==> src/rtl/measure_centroid.sv <==
// Per-frame object locator: accumulates object-pixel count, coordinate sums and
// bounding box over a raster stream, then divides for the centroid at frame end.
module measure_centroid #(
    parameter int unsigned COLOR_WIDTH  = 10,
    parameter int unsigned FRAME_WIDTH  = 640,
    parameter int unsigned FRAME_HEIGHT = 480,
    parameter int unsigned COORD_WIDTH  = 11,
    parameter int unsigned SUM_WIDTH    = 27,
    parameter int unsigned COUNT_WIDTH  = 19,
    parameter int unsigned MIN_PIXELS   = 16
) (
    input  logic                   clk,
    input  logic                   aresetn,
    input  logic                   pixel_valid,
    input  logic                   sof,
    input  logic [COLOR_WIDTH-1:0] delta_frame,
    input  logic [COLOR_WIDTH-1:0] threshold,
    output logic [COORD_WIDTH-1:0] x_position,
    output logic [COORD_WIDTH-1:0] y_position,
    output logic [COORD_WIDTH-1:0] x_min,
    output logic [COORD_WIDTH-1:0] x_max,
    output logic [COORD_WIDTH-1:0] y_min,
    output logic [COORD_WIDTH-1:0] y_max,
    output logic [COUNT_WIDTH-1:0] pixel_count,
    output logic                   object_found,
    output logic                   valid_position,
    output logic                   busy,
    output logic                   overrun
);
    localparam int unsigned X_LAST    = FRAME_WIDTH - 1;
    localparam int unsigned Y_LAST    = FRAME_HEIGHT - 1;
    localparam int unsigned ITER_W    = $clog2(SUM_WIDTH + 1);
    localparam int unsigned ITER_LAST = SUM_WIDTH - 1;

    typedef enum logic [1:0] {S_IDLE, S_DIVIDE, S_DONE} state_t;

    state_t                 state_q, state_d;
    logic [COORD_WIDTH-1:0] x_cnt_q, x_cnt_d, y_cnt_q, y_cnt_d;
    logic [COUNT_WIDTH-1:0] cnt_q, cnt_d;
    logic [SUM_WIDTH-1:0]   xsum_q, xsum_d, ysum_q, ysum_d;
    logic [COORD_WIDTH-1:0] bxmin_q, bxmin_d, bxmax_q, bxmax_d, bymin_q, bymin_d, bymax_q, bymax_d;
    logic [COUNT_WIDTH-1:0] div_q, div_d;
    logic [SUM_WIDTH-1:0]   xquo_q, xquo_d, yquo_q, yquo_d;
    logic [COUNT_WIDTH-1:0] xrem_q, xrem_d, yrem_q, yrem_d;
    logic [COORD_WIDTH-1:0] sxmin_q, sxmin_d, sxmax_q, sxmax_d, symin_q, symin_d, symax_q, symax_d;
    logic [ITER_W-1:0]      iter_q, iter_d;
    logic [COORD_WIDTH-1:0] xpos_q, xpos_d, ypos_q, ypos_d;
    logic [COORD_WIDTH-1:0] oxmin_q, oxmin_d, oxmax_q, oxmax_d, oymin_q, oymin_d, oymax_q, oymax_d;
    logic [COUNT_WIDTH-1:0] pcnt_q, pcnt_d;
    logic                   found_q, found_d, valid_q, valid_d, busy_q, busy_d, ovr_q, ovr_d;

    // One restoring-division step: returns {remainder, shifted quotient}
    function automatic logic [COUNT_WIDTH+SUM_WIDTH-1:0] div_step(
        input logic [SUM_WIDTH-1:0]   quo,
        input logic [COUNT_WIDTH-1:0] rem,
        input logic [COUNT_WIDTH-1:0] dvs
    );
        logic [COUNT_WIDTH:0] sh;
        logic                 qb;
        sh = {rem, quo[SUM_WIDTH-1]};
        qb = 1'b0;
        if (sh >= {1'b0, dvs}) begin
            sh = sh - {1'b0, dvs};
            qb = 1'b1;
        end
        return {sh[COUNT_WIDTH-1:0], quo[SUM_WIDTH-2:0], qb};
    endfunction

    logic [COORD_WIDTH-1:0] cur_x, cur_y;
    logic [COUNT_WIDTH-1:0] cnt_n;
    logic [SUM_WIDTH-1:0]   xsum_n, ysum_n;
    logic [COORD_WIDTH-1:0] bxmin_n, bxmax_n, bymin_n, bymax_n;
    logic                   is_obj, first_obj, frame_end;

    always_comb begin
        state_d = state_q;
        x_cnt_d = x_cnt_q;   y_cnt_d = y_cnt_q;
        cnt_d   = cnt_q;     xsum_d  = xsum_q;    ysum_d  = ysum_q;
        bxmin_d = bxmin_q;   bxmax_d = bxmax_q;   bymin_d = bymin_q;   bymax_d = bymax_q;
        div_d   = div_q;     xquo_d  = xquo_q;    yquo_d  = yquo_q;
        xrem_d  = xrem_q;    yrem_d  = yrem_q;    iter_d  = iter_q;
        sxmin_d = sxmin_q;   sxmax_d = sxmax_q;   symin_d = symin_q;   symax_d = symax_q;
        xpos_d  = xpos_q;    ypos_d  = ypos_q;
        oxmin_d = oxmin_q;   oxmax_d = oxmax_q;   oymin_d = oymin_q;   oymax_d = oymax_q;
        pcnt_d  = pcnt_q;    found_d = found_q;   valid_d = 1'b0;      ovr_d   = ovr_q;

        // sof forces the pixel to (0,0) and drops the partial frame
        cur_x     = sof ? '0 : x_cnt_q;
        cur_y     = sof ? '0 : y_cnt_q;
        cnt_n     = sof ? '0 : cnt_q;
        xsum_n    = sof ? '0 : xsum_q;
        ysum_n    = sof ? '0 : ysum_q;
        bxmin_n   = bxmin_q; bxmax_n = bxmax_q; bymin_n = bymin_q; bymax_n = bymax_q;
        first_obj = (cnt_n == '0);
        is_obj    = (delta_frame >= threshold);
        frame_end = pixel_valid && (cur_x == COORD_WIDTH'(X_LAST)) && (cur_y == COORD_WIDTH'(Y_LAST));

        if (is_obj) begin
            cnt_n  = cnt_n + COUNT_WIDTH'(1);
            xsum_n = xsum_n + SUM_WIDTH'(cur_x);
            ysum_n = ysum_n + SUM_WIDTH'(cur_y);
            if (first_obj || cur_x < bxmin_n) bxmin_n = cur_x;
            if (first_obj || cur_x > bxmax_n) bxmax_n = cur_x;
            if (first_obj || cur_y < bymin_n) bymin_n = cur_y;
            if (first_obj || cur_y > bymax_n) bymax_n = cur_y;
        end

        if (pixel_valid) begin
            if (cur_x == COORD_WIDTH'(X_LAST)) begin
                x_cnt_d = '0;
                y_cnt_d = (cur_y == COORD_WIDTH'(Y_LAST)) ? '0 : cur_y + COORD_WIDTH'(1);
            end else begin
                x_cnt_d = cur_x + COORD_WIDTH'(1);
                y_cnt_d = cur_y;
            end
            if (frame_end) begin
                cnt_d = '0; xsum_d = '0; ysum_d = '0;
            end else begin
                cnt_d = cnt_n; xsum_d = xsum_n; ysum_d = ysum_n;
            end
            bxmin_d = bxmin_n; bxmax_d = bxmax_n; bymin_d = bymin_n; bymax_d = bymax_n;
        end

        if (frame_end && state_q != S_IDLE) ovr_d = 1'b1;

        case (state_q)
            S_IDLE: begin
                if (frame_end) begin
                    div_d   = cnt_n;   xquo_d  = xsum_n;  yquo_d  = ysum_n;
                    xrem_d  = '0;      yrem_d  = '0;      iter_d  = '0;
                    sxmin_d = bxmin_n; sxmax_d = bxmax_n; symin_d = bymin_n; symax_d = bymax_n;
                    state_d = S_DIVIDE;
                end
            end
            S_DIVIDE: begin
                {xrem_d, xquo_d} = div_step(xquo_q, xrem_q, div_q);
                {yrem_d, yquo_d} = div_step(yquo_q, yrem_q, div_q);
                iter_d = iter_q + ITER_W'(1);
                if (iter_q == ITER_W'(ITER_LAST)) state_d = S_DONE;
            end
            S_DONE: begin
                pcnt_d  = div_q;
                valid_d = 1'b1;
                if (div_q >= COUNT_WIDTH'(MIN_PIXELS)) begin
                    xpos_d  = COORD_WIDTH'(xquo_q);
                    ypos_d  = COORD_WIDTH'(yquo_q);
                    oxmin_d = sxmin_q; oxmax_d = sxmax_q; oymin_d = symin_q; oymax_d = symax_q;
                    found_d = 1'b1;
                end else begin
                    found_d = 1'b0;
                end
                state_d = S_IDLE;
            end
            default: state_d = S_IDLE;
        endcase
        busy_d = (state_d != S_IDLE);
    end

    always_ff @(posedge clk or negedge aresetn) begin
        if (!aresetn) begin
            state_q <= S_IDLE;
            x_cnt_q <= '0; y_cnt_q <= '0; cnt_q <= '0; xsum_q <= '0; ysum_q <= '0;
            bxmin_q <= '0; bxmax_q <= '0; bymin_q <= '0; bymax_q <= '0;
            div_q <= '0; xquo_q <= '0; yquo_q <= '0; xrem_q <= '0; yrem_q <= '0; iter_q <= '0;
            sxmin_q <= '0; sxmax_q <= '0; symin_q <= '0; symax_q <= '0;
            xpos_q <= '0; ypos_q <= '0; oxmin_q <= '0; oxmax_q <= '0; oymin_q <= '0; oymax_q <= '0;
            pcnt_q <= '0; found_q <= 1'b0; valid_q <= 1'b0; busy_q <= 1'b0; ovr_q <= 1'b0;
        end else begin
            state_q <= state_d;
            x_cnt_q <= x_cnt_d; y_cnt_q <= y_cnt_d; cnt_q <= cnt_d; xsum_q <= xsum_d; ysum_q <= ysum_d;
            bxmin_q <= bxmin_d; bxmax_q <= bxmax_d; bymin_q <= bymin_d; bymax_q <= bymax_d;
            div_q <= div_d; xquo_q <= xquo_d; yquo_q <= yquo_d; xrem_q <= xrem_d; yrem_q <= yrem_d;
            iter_q <= iter_d;
            sxmin_q <= sxmin_d; sxmax_q <= sxmax_d; symin_q <= symin_d; symax_q <= symax_d;
            xpos_q <= xpos_d; ypos_q <= ypos_d;
            oxmin_q <= oxmin_d; oxmax_q <= oxmax_d; oymin_q <= oymin_d; oymax_q <= oymax_d;
            pcnt_q <= pcnt_d; found_q <= found_d; valid_q <= valid_d; busy_q <= busy_d; ovr_q <= ovr_d;
        end
    end

    assign x_position     = xpos_q;
    assign y_position     = ypos_q;
    assign x_min          = oxmin_q;
    assign x_max          = oxmax_q;
    assign y_min          = oymin_q;
    assign y_max          = oymax_q;
    assign pixel_count    = pcnt_q;
    assign object_found   = found_q;
    assign valid_position = valid_q;
    assign busy           = busy_q;
    assign overrun        = ovr_q;
endmodule

==> config.mk <==
export PLATFORM = sky130hd
export DESIGN_NAME = measure_centroid
export DESIGN_NICKNAME = d
export VERILOG_FILES = /design/src/rtl/measure_centroid.sv
export SDC_FILE = /design/constraint.sdc
export NUM_CORES = 1
export LEC_CHECK = 0
export BUFFER_PORTS_ARGS = -buffer_cell sky130_fd_sc_hd__buf_2
export CAP_MARGIN = 15
export CORE_ASPECT_RATIO = 1.2
export CORE_UTILIZATION = 40
export DETAILED_ROUTE_END_ITERATION = 8
export PLACE_DENSITY = 0.56
export SLEW_MARGIN = 10
export SYNTH_ARGS = -nofsm -noshare
export SYNTH_HDL_FRONTEND = slang
export SYNTH_SLANG_ARGS = --single-unit
==> constraint.sdc <==
create_clock -name clk -period 5.5 [get_ports clk]
set_input_delay 0.275 -clock clk [delete_from_list [all_inputs] [get_ports clk]]
set_output_delay 0.275 -clock clk [all_outputs]
set_load 0.02 [all_outputs]
==> impl_metrics.prom, run 1 <==
# TYPE chip_impl_metric gauge
chip_impl_info{name="status",value="complete, no violations"} 1
chip_impl_metric{name="r2r_slack",unit="ns"} 1.71
chip_impl_metric{name="multiInputGateArea",unit="µm²"} 11700
chip_impl_info{name="rsz0062_at_grt",value="false"} 1
chip_impl_metric{name="total_leakage_power",unit="µW"} 0.0117
chip_impl_info{name="ys_dominant_reg_cell",value="sky130_fd_sc_hd__dfrtp_1"} 1
chip_impl_metric{name="p_int",unit="µW"} 5160
chip_impl_metric{name="fin_nets",unit=""} 2559
chip_impl_metric{name="cts.sinks",unit=""} 390
chip_impl_metric{name="netlist-cell-type-count",unit=""} 91
chip_impl_metric{name="number_of_flops_mapped_to_enable_cells_by_yosys",unit=""} 0
chip_impl_metric{name="remaining_drcs",unit=""} 0
chip_impl_info{name="cp_slowest_cell",value="sky130_fd_sc_hd__a31oi_1"} 1
chip_impl_info{name="worst_r2r_startpoint",value="cnt_q[11]"} 1
chip_impl_metric{name="final_standard_cell_area_without_fillers",unit="µm²"} 25200
chip_impl_metric{name="drv.max_cap_violation_count",unit=""} 0
chip_impl_info{name="timing.critical_path.cells",value="nor4_1 > nand4_1 > o41ai_1 > nand2_1 > a31oi_1 > nand2_1 > mux2_2"} 1
chip_impl_metric{name="vias_post_dr",unit=""} 18200
chip_impl_metric{name="totalPowerFinal",unit="µW"} 6920
chip_impl_metric{name="finalCriticalPeriod",unit="ns"} 3.79
chip_impl_metric{name="pwr_dens",unit="nW/µm²"} 274
chip_impl_metric{name="net-switching-power",unit="µW"} 1760
chip_impl_metric{name="grt_pass1_vias",unit=""} 18400
chip_impl_metric{name="finalWirelength",unit="µm"} 61500
chip_impl_metric{name="setup-tns-final",unit="ns"} 0
chip_impl_metric{name="ios",unit=""} 113
chip_impl_metric{name="power_frac_clock",unit="%"} 47.0
chip_impl_metric{name="synthesis.nets",unit=""} 2498
chip_impl_metric{name="number_of_max_slew_violations_in_the_final_report",unit=""} 0
chip_impl_metric{name="avgSynthCellArea",unit="µm²"} 9.42
chip_impl_metric{name="dp.final_hpwl",unit="µm"} 41500
chip_impl_metric{name="number_of_antenna_violations_at_the_first_check_in_global_routing",unit=""} 0
chip_impl_metric{name="power.combinational.fraction",unit="%"} 9.5
chip_impl_metric{name="grt_start_max_net_pins",unit=""} 166
chip_impl_metric{name="postSynthRegisterBits",unit=""} 390
chip_impl_metric{name="worstMarginPinSlew",unit="ns"} 1.04
chip_impl_metric{name="start_util",unit="%"} 40.6
chip_impl_metric{name="worstPathMaxFanout",unit=""} 16
chip_impl_metric{name="die_area",unit="µm²"} 56800
chip_impl_metric{name="wl_per_cell",unit="µm"} 19.3
chip_impl_metric{name="placed_area",unit="µm²"} 23600
chip_impl_info{name="timing.hold.worst.class",value="input pin to flop"} 1
chip_impl_metric{name="sequential_area",unit="µm²"} 9760
chip_impl_metric{name="firstDrtPassIters",unit=""} 6
chip_impl_metric{name="post_route_cells_drive_above_1_share",unit="%"} 14.5
chip_impl_metric{name="post_synth_instance_area",unit="µm²"} 22300
chip_impl_metric{name="layout-area-overhead-vs-synth",unit="%"} 13.1
chip_impl_metric{name="overall_overflow_remaining_after_global_route",unit=""} 0
chip_impl_metric{name="finalHoldViolCount",unit=""} 0
chip_impl_metric{name="grt_first_pass_wirelength",unit="µm"} 99300
chip_impl_metric{name="final.period_utilization",unit="%"} 68.9
chip_impl_metric{name="layout_setup_ws",unit="ns"} 1.71
chip_impl_metric{name="seq_power_share",unit="%"} 43.5
chip_impl_metric{name="clk_latency_worst_skew_pair",unit="ns"} 0.59
chip_impl_info{name="min_delay_worst_endpoint",value="overrun"} 1
chip_impl_metric{name="cts.clk_slew.worst_paths",unit="ns"} 0.06
chip_impl_metric{name="sw_ratio",unit="%"} 25.4
chip_impl_metric{name="synthArstFlopShare",unit="%"} 100
chip_impl_metric{name="hold-path-cell-count",unit=""} 3
chip_impl_info{name="timing.critical_path.mode_cell",value="sky130_fd_sc_hd__nand2_1"} 1
chip_impl_metric{name="max_stage_delay",unit="ns"} 0.75
chip_impl_metric{name="drtAntennaViolNets",unit=""} 0
chip_impl_metric{name="fmax",unit="MHz"} 264
chip_impl_metric{name="core_area",unit="µm²"} 55000
chip_impl_metric{name="synthesis.yosys.warnings",unit=""} 0
chip_impl_metric{name="fillCellCount",unit=""} 5274
chip_impl_metric{name="synth-seq-area-share",unit="%"} 43.7
chip_impl_metric{name="tritoncts.num_buffers",unit=""} 46
chip_impl_info{name="critPathCaptureType",value="flop"} 1
chip_impl_metric{name="gp_congestion",unit=""} 0.877
chip_impl_metric{name="worst-endpoint-arrival",unit="ns"} 4.26
chip_impl_metric{name="cts_resized",unit=""} 0
chip_impl_info{name="worst_setup_path_class",value="flop to flop"} 1
chip_impl_metric{name="place_worst_setup_slack",unit="ns"} 1.33
chip_impl_metric{name="final-setup-viol-count",unit=""} 0
chip_impl_metric{name="die-width",unit="µm"} 218
chip_impl_info{name="r2r-end",value="bymin_q[6]"} 1
chip_impl_metric{name="crit_required",unit="ns"} 5.97
chip_impl_metric{name="synthCells",unit=""} 2370
chip_impl_metric{name="initial_drc_count",unit=""} 1078
chip_impl_metric{name="cts.path.max_buffers",unit=""} 3
chip_impl_metric{name="slew_headroom",unit="%"} 30.2
chip_impl_metric{name="worst_ir_drop_vdd",unit="V"} 0.000215
chip_impl_metric{name="timing.reg2reg.worst_path_depth",unit=""} 7
chip_impl_metric{name="gr-usage-all-layers",unit="%"} 22.0
chip_impl_metric{name="place.port_buffers",unit=""} 112
chip_impl_metric{name="fin_worst_skew",unit="ns"} 0.0292
chip_impl_info{name="clockRootBuffer",value="sky130_fd_sc_hd__clkbuf_16"} 1
chip_impl_metric{name="htree_levels",unit=""} 2
chip_impl_metric{name="floorplan.rows",unit=""} 94
chip_impl_metric{name="floorplan.die.height",unit="µm"} 261
chip_impl_metric{name="viasPerCell",unit=""} 5.72
chip_impl_info{name="min-delay-start",value="pixel_valid"} 1
chip_impl_info{name="startpoint_type",value="flop"} 1
chip_impl_info{name="tritoncts",value="done"} 1
-- critical path, delay by kind of cell (launching register included) --
kind | cells | cell delay [ns]
compound gates | 2 | 1.22
simple gates | 4 | 1.56
mux | 1 | 0.42
flops | 1 | 0.46
-- layout by cell type (no fill, tap or decap), drive strengths merged, types with 31 or more instances in the layout --
cell       n
a21o      36
a21oi    106
a22oi     50
buf      149
clkbuf    71
dfrtp    390
ha       100
inv      108
mux2      93
mux2i     53
nand2    266
nand3     80
nor2     124
nor2b     54
nor3      59
o21ai    239
o2bb2ai   31
xnor2     64
-- final cells by class --
class | count | area share [%]
clock inverters | 12 | 0.768
multi-input cells | 1736 | 46.3
well taps | 720 | 3.57
inverters | 107 | 1.59
diodes | 1 | 0.00991
repair buffers | 150 | 3.50
clock buffers | 71 | 5.62
flip-flops and latches | 390 | 38.7
-- state kept, by name, summed over array words and instances (netlist names), 19 cells and up --
register	count
xsum_q	27
yquo_q	27
cnt_q	19
pixel_count	19
div_q	19
ysum_q	27
xrem_q	19
xquo_q	27
yrem_q	19
-- metrics by stage --
| step | hold slack [ns] | cells | utilization, % |
|---|---|---|---|
| 6_report | 0.0998 | 3187 | 45.9 |
| 5_1_grt | 0.103 | 3186 | 45.9 |
| 4_1_cts | 0.0756 | 3186 | 45.9 |
| 3_5_place_dp | 0.362 | 3102 | 42.9 |
| 3_3_place_gp | 0.353 | 3102 | 42.9 |
| 2_1_floorplan | -0.0206 | 2370 | - |
-- synthesized netlist by cell type, types with 50 or more instances --
library cell,instances,area share [%]
sky130_fd_sc_hd__nor2b_1,52,1.5
sky130_fd_sc_hd__mux2i_1,53,2.4
sky130_fd_sc_hd__xnor2_1,64,2.5
sky130_fd_sc_hd__nand3_1,79,1.8
sky130_fd_sc_hd__nor3_1,58,1.3
sky130_fd_sc_hd__a21oi_1,106,2.4
sky130_fd_sc_hd__nand2_1,266,4.5
sky130_fd_sc_hd__inv_1,107,1.8
sky130_fd_sc_hd__clkbuf_1,97,1.6
sky130_fd_sc_hd__a22oi_1,50,1.7
sky130_fd_sc_hd__mux2_2,93,4.7
sky130_fd_sc_hd__ha_1,100,5.6
sky130_fd_sc_hd__nor2_1,123,2.1
sky130_fd_sc_hd__dfrtp_1,390,44
sky130_fd_sc_hd__o21ai_0,232,5.2
-- power groups by stage --
stage	combinational [µW]	clock, µW	sequential, µW
global placement	649	0	3060
finish	656	3250	3010
detailed placement	660	0	3060
CTS	665	3340	3010
floorplan	457	0	3020
global route	735	3450	3020
-- kinds of logic (layout without fill, tap and decap cells) --
| logic type | count (synthesis) | in the layout | share of synthesized area (%) |
|---|---|---|---|
| compound gates | 658 | 658 | 19.1 |
| other cells | 0 | 1 | 0 |
| mux | 146 | 146 | 7.07 |
| flops | 390 | 390 | 43.7 |
| buf+inv | 244 | 340 | 4.33 |
| fa+ha+maj | 110 | 110 | 6.23 |
| xor+xnor | 91 | 91 | 3.57 |
| simple gates | 731 | 731 | 16.0 |
-- layer usage --
layer  global-route usage (%)  routed length [µm]
met5                        0                   0
met3                     2.61                2480
met2                     37.9               30200
met4                     10.1                2430
met1                     27.4               26300
-- timing repair --
action	4_1_cts	5_1_grt
endpoints found under the hold margin	89	0
hold buffers	1	0
buffers inserted	0	0
-- worst max-delay path by stage --
stage,startpoint,cells after the start,endpoint
2_1_floorplan,sof,18,ysum_q[23]
3_3_place_gp,sof,14,yquo_q[26]
3_5_place_dp,sof,13,ysum_q[22]
4_1_cts,cnt_q[11],7,bymin_q[5]
5_1_grt,cnt_q[11],7,bymin_q[6]
6_report,cnt_q[11],7,bymin_q[6]
No activity file was read; power rests on OpenSTA's default activity.
==> run 2, diff against run 1 <==
ABC_AREA = 1   (was default)
PLACE_DENSITY = 0.58   (was 0.56)
clock period = 3 ns   (was 5.5 ns; I/O delays follow)
==> run 2 against run 1 <==
Net effect: die area grew 3.9%; largest cell class unchanged; routed wire length grew 12%; largest power group unchanged; first-iteration DRC count grew 33%; cell area grew 4.2%; synthesized cell count grew 32%; combinational power grew 130%; highest routed layer is now met5.
==> impl_metrics.prom, run 2 <==
# TYPE chip_impl_metric gauge
chip_impl_metric{name="worst_ir_drop_vdd",unit="V"} 0.000365
chip_impl_metric{name="final_core_util",unit="%"} 45.9
chip_impl_info{name="synth_top_cell_by_area",value="sky130_fd_sc_hd__dfrtp_1"} 1
chip_impl_metric{name="drv.max_cap_violation_count",unit=""} 0
chip_impl_info{name="status",value="complete, no violations"} 1
chip_impl_metric{name="finalWirelength",unit="µm"} 68600
chip_impl_metric{name="power_frac_clock",unit="%"} 44.0
chip_impl_metric{name="finalHoldWorstSlack",unit="ns"} 0.126
chip_impl_metric{name="finalCriticalPeriod",unit="ns"} 2.75
chip_impl_metric{name="synthCells",unit=""} 3127
chip_impl_metric{name="viasPerCell",unit=""} 5.25
chip_impl_metric{name="grtUsageMet2",unit="%"} 42.7
chip_impl_metric{name="start_util",unit="%"} 40.5
chip_impl_info{name="ys_dominant_reg_cell",value="sky130_fd_sc_hd__dfrtp_1"} 1
chip_impl_metric{name="worstPathMaxFanout",unit=""} 4
chip_impl_metric{name="final_standard_cell_area_without_fillers",unit="µm²"} 26300
chip_impl_metric{name="cts.path.max_buffers",unit=""} 3
chip_impl_metric{name="remaining_drcs",unit=""} 0
chip_impl_metric{name="synthesis.nets",unit=""} 3255
chip_impl_metric{name="worst-endpoint-arrival",unit="ns"} 3.27
chip_impl_metric{name="crit_required",unit="ns"} 3.52
chip_impl_metric{name="post_route_cells_drive_above_1_share",unit="%"} 9.68
chip_impl_metric{name="totalPowerFinal",unit="µW"} 12700
chip_impl_metric{name="net-switching-power",unit="µW"} 3500
chip_impl_info{name="worst_setup_path_class",value="flop to flop"} 1
chip_impl_metric{name="floorplan.die.height",unit="µm"} 266
chip_impl_metric{name="gp_congestion",unit=""} 0.946
chip_impl_info{name="tritoncts",value="done"} 1
chip_impl_info{name="r2r-end",value="yrem_q[16]"} 1
chip_impl_metric{name="die_area",unit="µm²"} 59000
chip_impl_metric{name="gr-usage-all-layers",unit="%"} 23.6
chip_impl_metric{name="htree_levels",unit=""} 2
chip_impl_metric{name="fin_worst_skew",unit="ns"} 0.0314
chip_impl_metric{name="initial_drc_count",unit=""} 1429
chip_impl_metric{name="total_leakage_power",unit="µW"} 0.0136
chip_impl_metric{name="number_of_flops_mapped_to_enable_cells_by_yosys",unit=""} 0
chip_impl_metric{name="wl_per_cell",unit="µm"} 17.2
chip_impl_metric{name="layout-area-overhead-vs-synth",unit="%"} 13.4
chip_impl_metric{name="setup-tns-final",unit="ns"} 0
chip_impl_metric{name="grt_first_pass_wirelength",unit="µm"} 111000
chip_impl_metric{name="number_of_max_slew_violations_in_the_final_report",unit=""} 0
chip_impl_metric{name="fin_nets",unit=""} 3362
chip_impl_metric{name="synth_top_area_share",unit="%"} 42.1
chip_impl_metric{name="clk_latency_worst_skew_pair",unit="ns"} 0.60
chip_impl_info{name="layout.cells.most_common",value="sky130_fd_sc_hd__nand2_1"} 1
chip_impl_info{name="startpoint_type",value="flop"} 1
chip_impl_info{name="critPathCaptureType",value="flop"} 1
chip_impl_metric{name="firstDrtPassIters",unit=""} 5
chip_impl_metric{name="core_area",unit="µm²"} 57300
chip_impl_metric{name="sw_ratio",unit="%"} 27.5
chip_impl_metric{name="dp.final_hpwl",unit="µm"} 49500
chip_impl_metric{name="avgSynthCellArea",unit="µm²"} 7.42
chip_impl_metric{name="die-width",unit="µm"} 222
chip_impl_metric{name="post_synth_instance_area",unit="µm²"} 23200
chip_impl_metric{name="synth-seq-area-share",unit="%"} 42.1
chip_impl_metric{name="number_of_antenna_violations_at_the_first_check_in_global_routing",unit=""} 1
chip_impl_metric{name="worstMarginPinSlew",unit="ns"} 0.800
chip_impl_metric{name="power.combinational.fraction",unit="%"} 12.1
chip_impl_metric{name="grt_start_max_net_pins",unit=""} 81
chip_impl_metric{name="finalHoldViolCount",unit=""} 0
chip_impl_metric{name="final.period_utilization",unit="%"} 91.6
chip_impl_metric{name="num_antenna_cells",unit=""} 0
chip_impl_info{name="top_library_cells_by_usage_in_the_layout_fill_and_taps_aside",value="850 x sky130_fd_sc_hd__nand2_1, 418 x sky130_fd_sc_hd__inv_1, 390 x sky130_fd_sc_hd__dfrtp_1"} 1
chip_impl_metric{name="synthesis.yosys.warnings",unit=""} 0
chip_impl_info{name="synth.top_cells.by_count",value="851 x sky130_fd_sc_hd__nand2_1, 418 x sky130_fd_sc_hd__inv_1, 390 x sky130_fd_sc_hd__dfrtp_1"} 1
chip_impl_metric{name="drtAntennaViolNets",unit=""} 0
chip_impl_metric{name="cts.clk_slew.worst_paths",unit="ns"} 0.06
chip_impl_metric{name="grt_util_met1",unit="%"} 29.3
chip_impl_metric{name="grt_pass1_vias",unit=""} 20900
chip_impl_metric{name="cts.sinks",unit=""} 390
chip_impl_info{name="post_synth_main_area_contributors",value="sky130_fd_sc_hd__dfrtp_1 42%, sky130_fd_sc_hd__nand2_1 14%, sky130_fd_sc_hd__inv_1 6.8%"} 1
chip_impl_metric{name="vias_post_dr",unit=""} 21000
chip_impl_metric{name="slew_headroom",unit="%"} 46.7
chip_impl_metric{name="pwr_dens",unit="nW/µm²"} 484
chip_impl_metric{name="placed_area",unit="µm²"} 24800
chip_impl_metric{name="netlist-cell-type-count",unit=""} 56
chip_impl_metric{name="overall_overflow_remaining_after_global_route",unit=""} 0
chip_impl_metric{name="floorplan.rows",unit=""} 96
chip_impl_metric{name="fmax",unit="MHz"} 364
chip_impl_metric{name="place.port_buffers",unit=""} 112
chip_impl_metric{name="final-setup-viol-count",unit=""} 0
chip_impl_metric{name="synthArstFlopShare",unit="%"} 100
chip_impl_metric{name="seq_power_share",unit="%"} 43.9
chip_impl_info{name="synth_most_common_cell",value="sky130_fd_sc_hd__nand2_1"} 1
chip_impl_info{name="gr-max-usage-layer",value="met2"} 1
chip_impl_info{name="timing.hold.worst.class",value="input pin to asynchronous set/reset pin"} 1
chip_impl_metric{name="tritoncts.num_buffers",unit=""} 44
chip_impl_info{name="clockRootBuffer",value="sky130_fd_sc_hd__clkbuf_16"} 1
chip_impl_metric{name="p_int",unit="µW"} 9220
chip_impl_metric{name="ios",unit=""} 113
chip_impl_info{name="rsz0062_at_grt",value="false"} 1
chip_impl_metric{name="postSynthRegisterBits",unit=""} 390
chip_impl_metric{name="met3_usage",unit="%"} 2.57
chip_impl_metric{name="timing.reg2reg.worst_path_depth",unit=""} 11
chip_impl_metric{name="r2r_slack",unit="ns"} 0.25
chip_impl_info{name="worst_r2r_startpoint",value="div_q[0]"} 1
run 2: changes by cell type after synthesis, sizes merged, moves of 31 or more:
cell / previous run / this run
nand2: 266 / 864
inv: 107 / 426
nand3: 80 / 309
nor2: 124 / 227
mux2: 93 / 24
nor2b: 54 / 0
mux2i: 53 / 0
a22oi: 50 / 0
xnor2: 64 / 22
o21ai: 239 / 276
clkbuf: 98 / 63
o2bb2ai: 31 / 0
run 2: repair_timing:
action / 4_1_cts / 5_1_grt
setup endpoints to repair: 0 / 9
setup buffers: 0 / 0
hold buffers: 2 / 0
endpoints found under the hold margin: 71 / 0
gates resized for setup: 0 / 1
run 2: worst max path at each step:
| stage | from | endpoint | slack, ns | cells after the start |
|---|---|---|---|---|
| 5_1_grt | div_q[9] | yrem_q[4] | 0.03 | 11 |
| 3_3_place_gp | x_cnt_q[10] | sxmax_q[10] | 0.16 | 13 |
| 2_1_floorplan | sof | yquo_q[20] | 0.03 | 20 |
| 6_report | div_q[0] | yrem_q[16] | 0.25 | 11 |
| 3_5_place_dp | x_cnt_q[10] | sxmax_q[10] | 0.16 | 13 |
| 4_1_cts | x_cnt_q[10] | bxmax_q[6] | 0.15 | 13 |
run 2: layer usage:
| metal | part of all wire (%) | routed length, µm |
|---|---|---|
| met2 | 50 | 34200 |
| met5 | 0.012 | 8 |
| met3 | 3.6 | 2500 |
| met1 | 44 | 30100 |
| met4 | 2.6 | 1800 |
run 2: power by group through the flow:
stage                     Clock [µW]  Combinational (µW)  Sequential, µW
final                           5600                1540            5580
after global routing            5930                1780            5610
after CTS                       5760                1550            5580
after detailed placement           0                1540            5680
after global placement             0                1510            5670
after floorplan                    0                1040            5650
run 2: worst max-delay path, cell delays in order (launching register included):
cell and delay, ns:
sky130_fd_sc_hd__dfrtp_1 0.47, sky130_fd_sc_hd__ha_1 0.28, sky130_fd_sc_hd__fa_1 0.45, sky130_fd_sc_hd__o21ai_0 0.24
sky130_fd_sc_hd__a21boi_0 0.21, sky130_fd_sc_hd__o21ai_0 0.44, sky130_fd_sc_hd__nand2_1 0.18, sky130_fd_sc_hd__nand2_1 0.09
sky130_fd_sc_hd__nand2_1 0.05, sky130_fd_sc_hd__nand3_1 0.06, sky130_fd_sc_hd__nand2_1 0.04, sky130_fd_sc_hd__o21ai_0 0.15
run 2: per-stage QoR:
stage | cells | setup slack [ns]
final | 4001 | 0.252
after floorplan | 3127 | 0.0277
after global routing | 4001 | 0.0314
after global placement | 3921 | 0.156
after detailed placement | 3921 | 0.161
after CTS | 4001 | 0.152
run 2: cell families after synthesis:
kind of cell / Yosys count / synth area share, %
compound gates: 493 / 11.7
simple gates: 1506 / 27.5
fa+ha+maj: 104 / 5.74
xor+xnor: 59 / 2.23
mux: 24 / 1.16
flops: 390 / 42.1
buf+inv: 551 / 9.59
run 2: final cells by class:
cell class / count / area [µm²]
inverters: 428 / 1610
clock buffers: 64 / 1310
repair buffers: 184 / 1290
multi-input cells: 2186 / 11200
clock inverters: 14 / 189
well taps: 735 / 920
flip-flops and latches: 390 / 9760
fillers: 5790 / 31000
